[src/rtl/stack_alu_sequencer_pkg.sv]
// rtl/stack_alu_sequencer_pkg.sv - command/state types and op decode for the stack ALU sequencer
package stack_alu_sequencer_pkg;

  localparam int DATA_W = 16;

  typedef enum logic [1:0] {
    CMD_PUSH = 2'b00,
    CMD_POP  = 2'b01,
    CMD_DUP  = 2'b10,
    CMD_OP   = 2'b11
  } cmd_e;

  typedef enum logic [1:0] {
    ST_IDLE = 2'b00,
    ST_EXEC = 2'b01,
    ST_WB   = 2'b10
  } state_e;

  localparam logic [3:0] ALU_NOT = 4'b0111;
  localparam logic [3:0] ALU_NEG = 4'b1001;

  // Only NOT and NEG take a single operand; every other code, defined or not, pops two.
  function automatic logic is_unary(input logic [3:0] op);
    return (op == ALU_NOT) || (op == ALU_NEG);
  endfunction

endpackage

[src/rtl/stack_alu_sequencer_if.sv]
// rtl/stack_alu_sequencer_if.sv - command handshake and ALU operand/result bus
interface stack_alu_sequencer_if;

  logic        CmdValid;
  logic        CmdReady;
  logic [1:0]  Cmd;
  logic [15:0] CmdData;
  logic [3:0]  CmdALUop;
  logic [15:0] AluA;
  logic [15:0] AluB;
  logic [3:0]  AluOp;
  logic [15:0] AluS;
  logic        AluIsZero;
  logic        AluOFL;

  modport master (
    output CmdValid, Cmd, CmdData, CmdALUop, AluS, AluIsZero, AluOFL,
    input  CmdReady, AluA, AluB, AluOp
  );

  modport slave (
    input  CmdValid, Cmd, CmdData, CmdALUop, AluS, AluIsZero, AluOFL,
    output CmdReady, AluA, AluB, AluOp
  );

endinterface

[src/rtl/stack_alu_sequencer_regfile.sv]
// rtl/stack_alu_sequencer_regfile.sv - DEPTH x 16 operand stack storage
// Two combinational read ports (TOS, NOS), one synchronous write port, contents not reset.
module stack_alu_sequencer_regfile #(
  parameter int DEPTH = 16,
  parameter int AW    = $clog2(DEPTH)
) (
  input  logic          CLK,
  input  logic          we,
  input  logic [AW-1:0] waddr,
  input  logic [15:0]   wdata,
  input  logic [AW-1:0] tos_addr,
  input  logic [AW-1:0] nos_addr,
  output logic [15:0]   tos_data,
  output logic [15:0]   nos_data
);

  logic [15:0] mem_q [DEPTH];

  always_ff @(posedge CLK) begin
    if (we) mem_q[waddr] <= wdata;
  end

  assign tos_data = mem_q[tos_addr];
  assign nos_data = mem_q[nos_addr];

endmodule

[src/rtl/stack_alu_sequencer.sv]
// rtl/stack_alu_sequencer.sv - operand stack front end sequencing PUSH/POP/DUP/OP into a 16-bit ALU
// Optional ALU_OFL_TRAP_EN: an overflowing OP is discarded and flagged as an error.
module stack_alu_sequencer
  import stack_alu_sequencer_pkg::*;
#(
  parameter int DEPTH = 16
) (
  input  logic                   CLK,
  input  logic                   Reset,
  stack_alu_sequencer_if.slave   bus,
  output logic [15:0]            Tos,
  output logic [$clog2(DEPTH):0] Depth,
  output logic                   Empty,
  output logic                   Full,
  output logic                   ZeroFlag,
  output logic                   OflFlag,
  output logic                   Err
);

  localparam int AW = $clog2(DEPTH);
  localparam int DW = AW + 1;
  localparam logic [DW-1:0] FULL_CNT = DW'(DEPTH);

  state_e      state_q, state_d;
  logic [DW-1:0] depth_q, depth_d;
  logic [15:0] alu_a_q, alu_a_d, alu_b_q, alu_b_d, res_q, res_d;
  logic [3:0]  alu_op_q, alu_op_d;
  logic        res_z_q, res_z_d, res_ofl_q, res_ofl_d, pop2_q, pop2_d;
  logic        ready_q, ready_d, zero_q, zero_d, ofl_q, ofl_d, err_q, err_d;

  logic          we;
  logic [AW-1:0] waddr;
  logic [15:0]   wdata, tos_raw, nos_raw;
  logic          accept, empty, full, unary, wb_trap;
  logic [DW-1:0] op_pc, wb_pc;

  assign empty  = (depth_q == '0);
  assign full   = (depth_q == FULL_CNT);
  assign accept = bus.CmdValid & ready_q;
  assign unary  = is_unary(bus.CmdALUop);
  assign op_pc  = unary ? DW'(1) : DW'(2);
  assign wb_pc  = pop2_q ? DW'(2) : DW'(1);

`ifdef ALU_OFL_TRAP_EN
  assign wb_trap = res_ofl_q;
`else
  assign wb_trap = 1'b0;
`endif

  always_comb begin
    state_d   = state_q;
    depth_d   = depth_q;
    alu_a_d   = alu_a_q;
    alu_b_d   = alu_b_q;
    alu_op_d  = alu_op_q;
    res_d     = res_q;
    res_z_d   = res_z_q;
    res_ofl_d = res_ofl_q;
    pop2_d    = pop2_q;
    zero_d    = zero_q;
    ofl_d     = ofl_q;
    err_d     = err_q;
    we        = 1'b0;
    waddr     = depth_q[AW-1:0];
    wdata     = bus.CmdData;
    case (state_q)
      ST_IDLE: begin
        if (accept) begin
          case (cmd_e'(bus.Cmd))
            CMD_PUSH: begin
              if (full) err_d = 1'b1;
              else begin
                we      = 1'b1;
                depth_d = depth_q + DW'(1);
              end
            end
            CMD_POP: begin
              if (empty) err_d = 1'b1;
              else depth_d = depth_q - DW'(1);
            end
            CMD_DUP: begin
              if (empty || full) err_d = 1'b1;
              else begin
                we      = 1'b1;
                wdata   = tos_raw;
                depth_d = depth_q + DW'(1);
              end
            end
            default: begin
              // Operands are only copied out here; the stack itself is untouched until WB.
              if (depth_q < op_pc) err_d = 1'b1;
              else begin
                pop2_d   = ~unary;
                alu_a_d  = unary ? tos_raw : nos_raw;
                alu_b_d  = unary ? 16'h0 : tos_raw;
                alu_op_d = bus.CmdALUop;
                state_d  = ST_EXEC;
              end
            end
          endcase
        end
      end
      ST_EXEC: begin
        res_d     = bus.AluS;
        res_z_d   = bus.AluIsZero;
        res_ofl_d = bus.AluOFL;
        state_d   = ST_WB;
      end
      ST_WB: begin
        state_d = ST_IDLE;
        if (wb_trap) begin
          ofl_d = 1'b1;
          err_d = 1'b1;
        end else begin
          we      = 1'b1;
          waddr   = depth_q[AW-1:0] - wb_pc[AW-1:0];
          wdata   = res_q;
          depth_d = depth_q - wb_pc + DW'(1);
          zero_d  = res_z_q;
          ofl_d   = res_ofl_q;
        end
      end
      default: state_d = ST_IDLE;
    endcase
    ready_d = (state_d == ST_IDLE);
  end

  always_ff @(posedge CLK) begin
    if (Reset) begin
      state_q   <= ST_IDLE;
      depth_q   <= '0;
      alu_a_q   <= '0;
      alu_b_q   <= '0;
      alu_op_q  <= '0;
      res_q     <= '0;
      res_z_q   <= 1'b0;
      res_ofl_q <= 1'b0;
      pop2_q    <= 1'b0;
      ready_q   <= 1'b1;
      zero_q    <= 1'b0;
      ofl_q     <= 1'b0;
      err_q     <= 1'b0;
    end else begin
      state_q   <= state_d;
      depth_q   <= depth_d;
      alu_a_q   <= alu_a_d;
      alu_b_q   <= alu_b_d;
      alu_op_q  <= alu_op_d;
      res_q     <= res_d;
      res_z_q   <= res_z_d;
      res_ofl_q <= res_ofl_d;
      pop2_q    <= pop2_d;
      ready_q   <= ready_d;
      zero_q    <= zero_d;
      ofl_q     <= ofl_d;
      err_q     <= err_d;
    end
  end

  stack_alu_sequencer_regfile #(.DEPTH(DEPTH), .AW(AW)) u_regfile (
    .CLK      (CLK),
    .we       (we & ~Reset),
    .waddr    (waddr),
    .wdata    (wdata),
    .tos_addr (depth_q[AW-1:0] - AW'(1)),
    .nos_addr (depth_q[AW-1:0] - AW'(2)),
    .tos_data (tos_raw),
    .nos_data (nos_raw)
  );

  assign bus.CmdReady = ready_q;
  assign bus.AluA     = alu_a_q;
  assign bus.AluB     = alu_b_q;
  assign bus.AluOp    = alu_op_q;
  assign Tos          = empty ? 16'h0 : tos_raw;
  assign Depth        = depth_q;
  assign Empty        = empty;
  assign Full         = full;
  assign ZeroFlag     = zero_q;
  assign OflFlag      = ofl_q;
  assign Err          = err_q;

endmodule

[src/flat_wrapper.sv]
// flat-port wrapper written by rule: the top's interface ports become plain ports
module stack_alu_sequencer_flat import stack_alu_sequencer_pkg::*;
#(
  parameter int DEPTH = 16
)
  (CLK, Reset, Tos, Depth, Empty, Full, ZeroFlag, OflFlag, Err, bus_CmdValid, bus_Cmd, bus_CmdData, bus_CmdALUop, bus_AluS, bus_AluIsZero, bus_AluOFL, bus_CmdReady, bus_AluA, bus_AluB, bus_AluOp);
  stack_alu_sequencer_if bus_i ();
  input  logic CLK;
  input  logic Reset;
  output logic [15:0] Tos;
  output logic [$clog2(DEPTH):0] Depth;
  output logic Empty;
  output logic Full;
  output logic ZeroFlag;
  output logic OflFlag;
  output logic Err;
  input wire logic [$bits(bus_i.CmdValid)-1:0] bus_CmdValid;
  input wire logic [$bits(bus_i.Cmd)-1:0] bus_Cmd;
  input wire logic [$bits(bus_i.CmdData)-1:0] bus_CmdData;
  input wire logic [$bits(bus_i.CmdALUop)-1:0] bus_CmdALUop;
  input wire logic [$bits(bus_i.AluS)-1:0] bus_AluS;
  input wire logic [$bits(bus_i.AluIsZero)-1:0] bus_AluIsZero;
  input wire logic [$bits(bus_i.AluOFL)-1:0] bus_AluOFL;
  output wire logic [$bits(bus_i.CmdReady)-1:0] bus_CmdReady;
  output wire logic [$bits(bus_i.AluA)-1:0] bus_AluA;
  output wire logic [$bits(bus_i.AluB)-1:0] bus_AluB;
  output wire logic [$bits(bus_i.AluOp)-1:0] bus_AluOp;
  assign bus_i.CmdValid = bus_CmdValid;
  assign bus_i.Cmd = bus_Cmd;
  assign bus_i.CmdData = bus_CmdData;
  assign bus_i.CmdALUop = bus_CmdALUop;
  assign bus_i.AluS = bus_AluS;
  assign bus_i.AluIsZero = bus_AluIsZero;
  assign bus_i.AluOFL = bus_AluOFL;
  assign bus_CmdReady = bus_i.CmdReady;
  assign bus_AluA = bus_i.AluA;
  assign bus_AluB = bus_i.AluB;
  assign bus_AluOp = bus_i.AluOp;
  stack_alu_sequencer #(.DEPTH(DEPTH)) u_core (.CLK(CLK), .Reset(Reset), .bus(bus_i), .Tos(Tos), .Depth(Depth), .Empty(Empty), .Full(Full), .ZeroFlag(ZeroFlag), .OflFlag(OflFlag), .Err(Err));
endmodule
[config.mk]
export PLATFORM = sky130hd
export DESIGN_NAME = stack_alu_sequencer_flat
export DESIGN_NICKNAME = d
export VERILOG_FILES = /design/src/rtl/stack_alu_sequencer_pkg.sv /design/src/rtl/stack_alu_sequencer_if.sv /design/src/rtl/stack_alu_sequencer_regfile.sv /design/src/rtl/stack_alu_sequencer.sv /design/src/flat_wrapper.sv
export SDC_FILE = /design/constraint.sdc
export NUM_CORES = 1
export LEC_CHECK = 0
export CORE_MARGIN = 5
export CORE_UTILIZATION = 40
export DETAILED_ROUTE_END_ITERATION = 6
export GPL_TIMING_DRIVEN = 0
export PLACE_DENSITY = 0.54
export SYNTH_ARGS = -nofsm -noshare
export SYNTH_HDL_FRONTEND = slang
export SYNTH_SLANG_ARGS = --single-unit
export TNS_END_PERCENT = 10
[constraint.sdc]
create_clock -name CLK -period 4.98 [get_ports CLK]
set_input_delay 0.996 -clock CLK [delete_from_list [all_inputs] [get_ports CLK]]
set_output_delay 0.996 -clock CLK [all_outputs]
set_load 0.01 [all_outputs]
==> impl_metrics.toml <==
[pwr]
power_density_nw_per_um2 = 460.4
finalPower_mw = 8.834
power.leakage_nw = 6.535
ir_worst_vdd_mv = 0.2026

[clocking]
cts-htree-levels = 2
cts_num_sinks = 322
clk_latency_ps = 530
cts_max_path_buffers = 3
cts_tree = "yes"
holdBufCountCts = 0
root_buffer = "clkbuf_16"
clkSlewWorstSetupHoldPaths_ps = 60
cts_buffers = 36

[cells_and_area]
layout_common_cells = "edfxtp_1 (256), nand2_1 (107), clkdlybuf4s50_1 (89)"
drive_above_1_share = 0.2402
final_common_cell = "edfxtp_1"
final_nets = 1340
fillerInstances = 3376
area_growth_pct = 23.88

[placed_design]
port_buffers = 104
dp_slack_ps = -2436
dp_hpwl_microns = 36290
place_congestion = 0.8565

[timing]
relSlewSlack = 0.1525
hold_viol_final = 0
skew_ps = 13.61
drv_slew = 0
layout_min_cycle_time_ps = 4886
finalSetupTns_ps = 0
finalCritPeriodShare = 0.9812
worst_pin_slew_ps = 1264
fmax_mhz = 204.7
setup_slack_ps = 93.66
setup-violations-final = 0
rsz0062_at_grt = "no"

[synthesis]
synth_area_sq_um = 15490
synth_cell_type_count = 58
synth_fp_nets = 1156
syn_inst = 1093
async_flop_share = 0
ys_warn_count = 0
ys_ff_latch = 322
synth_edf_count = 256
yosysSeqAreaShare = 0.5817
synth-main-ff-cell = "edfxtp_1"
syn_area_per_cell_sq_um = 14.17

[route]
dr.pass1.iters = 5
vias = 11120
via_per_inst = 6.104
drc = 0
ant_nets = 0
first_iter_violations = 1117
wl_per_cell_microns = 30.35
wl_microns = 55300

[job]
drv_cap = 0

[critical_path]
regToRegStartpoint = "u_core.Depth[1]"
path_max_fanout = 19
required_ps = 3980
crit_end = "Tos[14]"
arrival_ps = 3890
setup.worst_path.start = "u_core.Depth[1]"
critPathKind = "reg -> out"
reg2reg_to = "u_core.u_regfile.mem_q[10][14]"
cp-end-kind = "output port"
start_kind = "flop"
reg2reg_slack_ps = 880
r2r_cells = 12

[global_routing]
grt_usage = 0.2555
antenna_found_initial = 0
grt_max_degree = 20
grt_pass1_vias = 10970
grt_pass1_wl_microns = 77540
overflow = 0

[die]
design.die.area_sq_um = 42750
die_w_microns = 206.8
ios = 106
start_util = 0.4026
die_y_microns = 206.8
core_sq_um = 38470
placementRows = 72

[status]
outcome = "complete, no violations"

[hold_path]
hold_start = "u_core.res_ofl_q"
min_path_type = "reg -> reg"
==> sequential cells by signal, summed over array words and instances (netlist names) <==
name and flops:
u_core.res_z_q 1, u_core.bus.AluB 16, u_core.Err 1, u_core.bus.AluA 16
u_core.res_q 16, u_core.bus.CmdReady 1, u_core.ZeroFlag 1, u_core.state_q 2
u_core.OflFlag 1, u_core.pop2_q 1, u_core.Depth 5, u_core.u_regfile.mem_q 256
u_core.res_ofl_q 1, u_core.bus.AluOp 4
==> routing by layer <==
| layer | part of all wire | GRT usage | vias to the layer above |
|---|---|---|---|
| met3 | 0.10 | 0.06624 | 126 |
| met5 | 0 | 0 | - |
| met1 | 0.41 | 0.3447 | 5659 |
| met4 | 0.040 | 0.09136 | 0 |
| li1 | - | - | 4725 |
| met2 | 0.45 | 0.4032 | 612 |
==> worst max-delay path, cell delays in order, from the launching register on <==
cell and delay, ps:
dfxtp_4 370, buf_12 190, clkbuf_16 220, clkinvlp_4 180, ha_4 240, xor2_4 200, buf_4 170, buf_8 190
buf_8 210, mux2i_1 120, a221oi_2 390, a2bb2oi_4 150, nor2_1 140, clkdlybuf4s50_1 560
==> layout make-up <==
type,instances,area (sq um),share of cell area
Timing Repair Buffer,149,1504,0.07839
Tap cell,518,648.1,0.03378
Multi-Input combinational cell,672,6222,0.3243
Antenna cell,1,2.502,0.0001304
Buffer,80,556.8,0.02902
Clock buffer,53,1036,0.05400
Inverter,16,67.56,0.003522
Sequential cell,322,9014,0.4698
Clock inverter,11,135.1,0.007043
==> power by group <==
group	internal [mW]	switching (mW)
combinational	1.29	1.84
sequential	2.99	0.0280
clock	1.60	1.09
total	5.88	2.96
==> kinds of logic after synthesis <==
kind of cell | synth area share
AO/OA/AOI/OAI | 0.1207
buffers and inverters | 0.03199
multiplexers | 0.1766
AND/OR/NAND/NOR | 0.06399
XOR/XNOR | 0.007433
flip-flops | 0.5817
adder cells (fa/ha/maj) | 0.01761
==> worst min-delay path by stage <==
stage	cells past startpoint	to	slack, ps
global route	2	u_core.res_q[7]	480
finish	2	u_core.res_ofl_q	460
floorplan	2	u_core.OflFlag	430
detailed placement	2	u_core.res_q[13]	450
global placement	2	u_core.res_q[8]	440
CTS	2	u_core.res_q[13]	460
==> cell usage after synthesis (13+ instances only) <==
cell	n	area share
ha_1	17	0.014
edfxtp_1	256	0.50
nand3_1	18	0.0058
o21a_1	13	0.0063
mux4_2	74	0.11
inv_1	16	0.0039
a21oi_1	30	0.0097
nor2b_1	18	0.0073
dfxtp_1	66	0.085
buf_2	20	0.0065
a31oi_1	25	0.010
mux2_2	21	0.015
clkbuf_1	45	0.011
nor2_1	69	0.017
a32oi_1	37	0.021
mux2i_1	70	0.045
nand2_1	107	0.026
a211oi_1	13	0.0063
o21ai_0	25	0.0081
==> repair_timing <==
item                       in CTS  in global routing
gates resized for setup        69                 10
pin swaps                      16                  3
buffers inserted               26                  0
setup endpoints to repair     562                 10
==> per-stage QoR <==
stage / instance area, sq um / hold slack (ps) / cells / util
3_5_place_dp: 17560 / 449.6 / 1734 / 0.4565
2_1_floorplan: 15490 / 432.1 / 1093 / -
5_1_grt: 19180 / 479.7 / 1821 / 0.4987
3_3_place_gp: 17180 / 443.4 / 1715 / 0.4465
6_report: 19190 / 457.2 / 1822 / 0.4988
4_1_cts: 19140 / 457.9 / 1821 / 0.4977
No activity file was read; power rests on OpenSTA's default activity.
